### src/rtl/acumulador_resultados_if.sv
// rtl/acumulador_resultados_if.sv - sum input and result output handshakes of the accumulator
interface acumulador_resultados_if #(
    parameter int LARGURA_ENT = 5,
    parameter int LARGURA_ACC = 8
);
    logic                   inicio;
    logic [LARGURA_ENT-1:0] resultado;
    logic                   ent_valid;
    logic                   ent_ready;
    logic [LARGURA_ACC-1:0] soma;
    logic [7:0]             contagem;
    logic                   estouro;
    logic                   sai_valid;
    logic                   sai_ready;

    // Producer/consumer side: drives sums and start, takes results
    modport master (
        output inicio, resultado, ent_valid, sai_ready,
        input  ent_ready, soma, contagem, estouro, sai_valid
    );

    // Accumulator side
    modport slave (
        input  inicio, resultado, ent_valid, sai_ready,
        output ent_ready, soma, contagem, estouro, sai_valid
    );
endinterface

### src/rtl/acumulador_resultados.sv
// rtl/acumulador_resultados.sv - accumulates a burst of adder sums with count and sticky overflow
module acumulador_resultados #(
    parameter int LARGURA_ENT = 5,
    parameter int LARGURA_ACC = 8,
    parameter int N_AMOSTRAS  = 4
) (
    input  logic                    clk,
    input  logic                    rst_n,
    acumulador_resultados_if.slave  bus
);

    typedef enum logic [1:0] {
        OCIOSO  = 2'd0,
        ACUMULA = 2'd1,
        PRONTO  = 2'd2
    } estado_t;

    localparam logic [7:0] N_FIM = 8'(N_AMOSTRAS);

    estado_t                estado_q, estado_n;
    logic [LARGURA_ACC-1:0] soma_q, soma_n;
    logic [7:0]             contagem_q, contagem_n;
    logic                   estouro_q, estouro_n;
    logic                   sai_valid_q, sai_valid_n;

    logic                   transf;
    logic [LARGURA_ACC:0]   soma_ext;
    logic [7:0]             contagem_inc;

    assign transf       = bus.ent_valid && (estado_q == ACUMULA);
    // One extra bit captures the carry-out used for the sticky overflow
    assign soma_ext     = {1'b0, soma_q} + {{(LARGURA_ACC + 1 - LARGURA_ENT){1'b0}}, bus.resultado};
    assign contagem_inc = contagem_q + 8'd1;

    // State and result registers; reset clears everything immediately
    always_ff @(posedge clk or negedge rst_n) begin
        if (!rst_n) begin
            estado_q    <= OCIOSO;
            soma_q      <= '0;
            contagem_q  <= '0;
            estouro_q   <= 1'b0;
            sai_valid_q <= 1'b0;
        end else begin
            estado_q    <= estado_n;
            soma_q      <= soma_n;
            contagem_q  <= contagem_n;
            estouro_q   <= estouro_n;
            sai_valid_q <= sai_valid_n;
        end
    end

    // Next-state and next-result logic; a start always wins over a same-cycle transfer
    always_comb begin
        estado_n   = estado_q;
        soma_n     = soma_q;
        contagem_n = contagem_q;
        estouro_n  = estouro_q;

        case (estado_q)
            OCIOSO: begin
                if (bus.inicio) begin
                    soma_n     = '0;
                    contagem_n = '0;
                    estouro_n  = 1'b0;
                    estado_n   = ACUMULA;
                end
            end
            ACUMULA: begin
                if (bus.inicio) begin
                    // Restart: the sample handshaken this cycle is consumed but dropped
                    soma_n     = '0;
                    contagem_n = '0;
                    estouro_n  = 1'b0;
                end else if (transf) begin
                    soma_n     = soma_ext[LARGURA_ACC-1:0];
                    estouro_n  = estouro_q | soma_ext[LARGURA_ACC];
                    contagem_n = contagem_inc;
                    if (contagem_inc == N_FIM) begin
                        estado_n = PRONTO;
                    end
                end
            end
            PRONTO: begin
                if (bus.sai_ready) begin
                    if (bus.inicio) begin
                        soma_n     = '0;
                        contagem_n = '0;
                        estouro_n  = 1'b0;
                        estado_n   = ACUMULA;
                    end else begin
                        estado_n   = OCIOSO;
                    end
                end
            end
            default: begin
                estado_n = OCIOSO;
            end
        endcase

        sai_valid_n = (estado_n == PRONTO);
    end

    assign bus.ent_ready = (estado_q == ACUMULA);
    assign bus.soma      = soma_q;
    assign bus.contagem  = contagem_q;
    assign bus.estouro   = estouro_q;
    assign bus.sai_valid = sai_valid_q;

endmodule

### src/flat_wrapper.sv
// flat-port wrapper written by rule: the top's interface ports become plain ports
module acumulador_resultados_flat 
#(
    parameter int LARGURA_ENT = 5,
    parameter int LARGURA_ACC = 8,
    parameter int N_AMOSTRAS  = 4
)
  (clk, rst_n, bus_inicio, bus_resultado, bus_ent_valid, bus_sai_ready, bus_ent_ready, bus_soma, bus_contagem, bus_estouro, bus_sai_valid);
  acumulador_resultados_if #(.LARGURA_ENT(LARGURA_ENT), .LARGURA_ACC(LARGURA_ACC)) bus_i ();
  input  logic clk;
  input  logic rst_n;
  input wire logic [$bits(bus_i.inicio)-1:0] bus_inicio;
  input wire logic [$bits(bus_i.resultado)-1:0] bus_resultado;
  input wire logic [$bits(bus_i.ent_valid)-1:0] bus_ent_valid;
  input wire logic [$bits(bus_i.sai_ready)-1:0] bus_sai_ready;
  output wire logic [$bits(bus_i.ent_ready)-1:0] bus_ent_ready;
  output wire logic [$bits(bus_i.soma)-1:0] bus_soma;
  output wire logic [$bits(bus_i.contagem)-1:0] bus_contagem;
  output wire logic [$bits(bus_i.estouro)-1:0] bus_estouro;
  output wire logic [$bits(bus_i.sai_valid)-1:0] bus_sai_valid;
  assign bus_i.inicio = bus_inicio;
  assign bus_i.resultado = bus_resultado;
  assign bus_i.ent_valid = bus_ent_valid;
  assign bus_i.sai_ready = bus_sai_ready;
  assign bus_ent_ready = bus_i.ent_ready;
  assign bus_soma = bus_i.soma;
  assign bus_contagem = bus_i.contagem;
  assign bus_estouro = bus_i.estouro;
  assign bus_sai_valid = bus_i.sai_valid;
  acumulador_resultados #(.LARGURA_ENT(LARGURA_ENT), .LARGURA_ACC(LARGURA_ACC), .N_AMOSTRAS(N_AMOSTRAS)) u_core (.clk(clk), .rst_n(rst_n), .bus(bus_i));
endmodule
### config.mk
export PLATFORM = sky130hd
export DESIGN_NAME = acumulador_resultados_flat
export DESIGN_NICKNAME = d
export VERILOG_FILES = /design/src/rtl/acumulador_resultados_if.sv /design/src/rtl/acumulador_resultados.sv /design/src/flat_wrapper.sv
export SDC_FILE = /design/constraint.sdc
export NUM_CORES = 1
export LEC_CHECK = 0
export CAP_MARGIN = 30
export CORE_UTILIZATION = 43
export DETAILED_ROUTE_END_ITERATION = 7
export PLACE_DENSITY = 0.75
export SLEW_MARGIN = 20
export SYNTH_ARGS = -nofsm -noshare
export SYNTH_HDL_FRONTEND = slang
export SYNTH_SLANG_ARGS = --single-unit
### constraint.sdc
create_clock -name clk -period 2.04 [get_ports clk]
set_clock_uncertainty 0.2 [all_clocks]
set_input_delay 0.408 -clock clk [delete_from_list [all_inputs] [get_ports clk]]
set_output_delay 0.408 -clock clk [all_outputs]
set_load 0.005 [all_outputs]
==> key figures <==
Yosys
  • Synth Cell Area: 1120 µm²
  • Synth unique cells: 35
  • Gate Count Post-Synth: 113
  • Async SR Flop Fraction: 1.00
  • Synth area leaders: dfrtp_1, ha_1, o21ai_0, nand2_1, xor2_1
  • Synth area leader: dfrtp_1
  • Flops & latches, synth: 20
  • Ys Warns: 0
  • Post-Syn Nets: 130
  • Syn_area_per_cell: 9.92 µm²
  • Most used DFF post-synth: dfrtp_1
  • Top-area cell type share of the netlist area: 0.446
  • Top cells by count, synth: dfrtp_1, nand2_1, o21ai_0, nor2_1, ha_1
  • Most frequent cell after synthesis: dfrtp_1
  • Post-synth EDFFs: 0
  • Seq/Total Area, Yosys: 0.446

Detailed routing
  • Wirelength, routed: 2.67 mm
  • First-pass DRT Iterations: 4
  • Vias: 1077
  • DRT iter0 DRCs: 18
  • Post-route antenna net violation count: 0
  • Post-route DRC violation count: 0
  • Vias per inst: 5.58
  • Avg WL per Cell: 13.8 µm

Clocking
  • Clock sinks: 20
  • CTS tree: yes
  • Clk pin slew, worst setup/hold paths: 0.12 ns
  • CTS buffer count: 3
  • CTS root buffer: clkbuf_4
  • Clk_lat worst skew: 0.30 ns
  • Clock Tree Buf Depth: 2
  • CTS H-tree depth: 1

Layout
  • Layout area overhead: 48.4%
  • Share of cells above drive strength 1: 0.245
  • Fin nets: 181
  • Diodes inserted: 0
  • Fillers: 211

Critical path
  • Max stage delay on crit path: 0.42 ns
  • Required time of the critical path: 2.04 ns
  • Critical R2R Launch: u_core.bus.soma[0]
  • Startpoint class of the critical path: primary input
  • CP Capture Type: register
  • Crit Path Class: in -> reg
  • R2R cell count: 7
  • CP max stage cell: clkdlybuf4s50_1
  • Worst-path fanout max: 2
  • Critical-path cell list: clkdlybuf4s50_1, ha_2, fa_2, a21oi_4, o21ai_2, o211ai_1, xor2_1, nor2_1
  • Crit path launch: bus_resultado[0]
  • Crit path DAT: 2.01 ns

Place
  • Detailed Place HPWL: 2.02 mm
  • Pre-CTS setup slack: -0.453 ns
  • IO Port Bufs: 28
  • Gp weighted congestion: 0.799

Timing
  • Max-slew violations: 0
  • Worst slew margin: 0.802
  • Final Cycle Share: 0.985
  • Final setup margin: 0.0303 ns
  • Fmax: 498 MHz
  • Fin crit period: 2.01 ns
  • Fin. Hold Viols: 0
  • Least-Margin Pin Slew: 0.296 ns
  • RSZ-0062 raised after global routing: yes
  • Final setup viols: 0

Run status
  • Status: finished, final reports clean

Flow run
  • Max-Cap Viols: 0

Floorplan
  • Row Count: 18
  • Total I/O pin count: 29
  • Die Wd: 53.1 µm
  • DIE AREA: 2820 µm²
  • Die Span Y: 53.1 µm
  • Starting Density: 0.453
  • Core area: 2480 µm²

Worst hold path
  • HP Class: in -> async

Pwr
  • Sw frac: 0.333
  • Pint: 0.859 mW
  • VDD IR-drop max: 0.483 mV
  • Power Density: 774 nW/µm²
  • Pleak: 0.743 nW
  • Tot Pwr: 1.29 mW
  • Flop pwr share: 0.403
  • Sw Pwr: 0.429 mW
  • Clock power share: 0.183
  • Logic pwr share: 0.414

GRT
  • Global-route wire length before repair: 4.60 mm
  • Vias in the first global route: 1101
  • Initial antenna violation count: 0
  • Pin count of the biggest net entering global routing: 21
  • Global route total overflow: 0
  • GRT Total Usage: 0.222
state kept, by name (all words and copies together) (netlist names):
name                  count
u_core.bus.contagem       8
u_core.bus.estouro        1
u_core.bus.sai_valid      1
u_core.bus.soma           8
u_core.estado_q           2
per-stage QoR:
stage	cells	utilization	instance area [µm²]	hold slack [ns]	TNS [ns]
2_1_floorplan	113	-	1120	-0.0876	0
3_3_place_gp	186	0.627	1550	0.309	-1.65
3_5_place_dp	186	0.627	1550	0.312	-2.14
4_1_cts	192	0.656	1620	0.240	-0.0119
5_1_grt	193	0.672	1660	0.251	-0.0227
6_report	193	0.672	1660	0.236	0
path summary, 6_finish.rpt:
check,end,slack [ns]
worst max-delay path,u_core.bus.soma[6],0.03
worst min-delay path,u_core.bus.soma[4],0.24
worst max register to register,u_core.bus.soma[6],0.13
worst min register to register,u_core.bus.soma[4],0.36
max in group asynchronous,u_core.estado_q[0],1.18
min in group clk,u_core.bus.soma[4],0.36
area by class of cell:
cell class,count,area (µm²),share of cell area
clock buffers,4,36.3,0.0218
well taps,30,37.5,0.0226
inverters,2,7.51,0.00451
multi-input cells,90,656,0.394
flip-flops and latches,20,502,0.302
repair buffers,47,425,0.256
what timing repair did:
item,4_1_cts,5_1_grt
buffers inserted,2,1
resized for setup,8,6
cloned,0,0
pin swaps,4,5
hold buffers,0,0
endpoints found under the setup margin,5,6
cell usage in the layout, fill, tap and decap left out, types with 2 or more instances in the layout:
cell type | netlist | routed
a21o_1 | 3 | 3
nand4_1 | 2 | 2
clkbuf_4 | 0 | 3
nor3_1 | 5 | 5
and2_1 | 3 | 3
xor2_1 | 5 | 5
and3_1 | 4 | 4
inv_2 | 0 | 2
buf_4 | 0 | 19
clkdlybuf4s50_1 | 0 | 27
nor2b_1 | 2 | 2
ha_1 | 6 | 4
dfrtp_1 | 20 | 19
a22o_1 | 4 | 4
o21ai_0 | 12 | 11
nor2_1 | 7 | 7
o31ai_1 | 2 | 2
nand2_1 | 14 | 13
a21oi_2 | 2 | 2
o22ai_1 | 2 | 2
kinds of logic after synthesis:
family | count (synthesis) | synth area share
compound gates | 36 | 0.229
xor+xnor | 6 | 0.0469
fa+ha+maj | 7 | 0.0848
buf+inv | 3 | 0.0112
flops | 20 | 0.446
simple gates | 41 | 0.182
power by group through the flow:
stage | Clock [mW] | Combinational, mW | Sequential (mW)
after floorplan | 0 | 0.224 | 0.512
after global placement | 0 | 0.469 | 0.516
after detailed placement | 0 | 0.483 | 0.518
after CTS | 0.240 | 0.514 | 0.516
after global routing | 0.255 | 0.593 | 0.529
final | 0.236 | 0.533 | 0.519
critical path, delay by kind of cell:
kind,cells,cell delay (ns)
xor gates and xnor gates,1,0.17
buffers and inverters,1,0.42
and+or+nand+nor,1,0.06
adders and majority gates,2,0.56
AOI/OAI and AO/OA,3,0.39
layer usage:
layer,vias to the layer above,share of wire,global-route usage
li1,518,-,-
met1,540,0.42,0.263
met2,17,0.55,0.401
met3,2,0.022,0.0402
met4,0,0.0056,0.0658
met5,-,0,0
No activity file was read; power rests on OpenSTA's default activity.
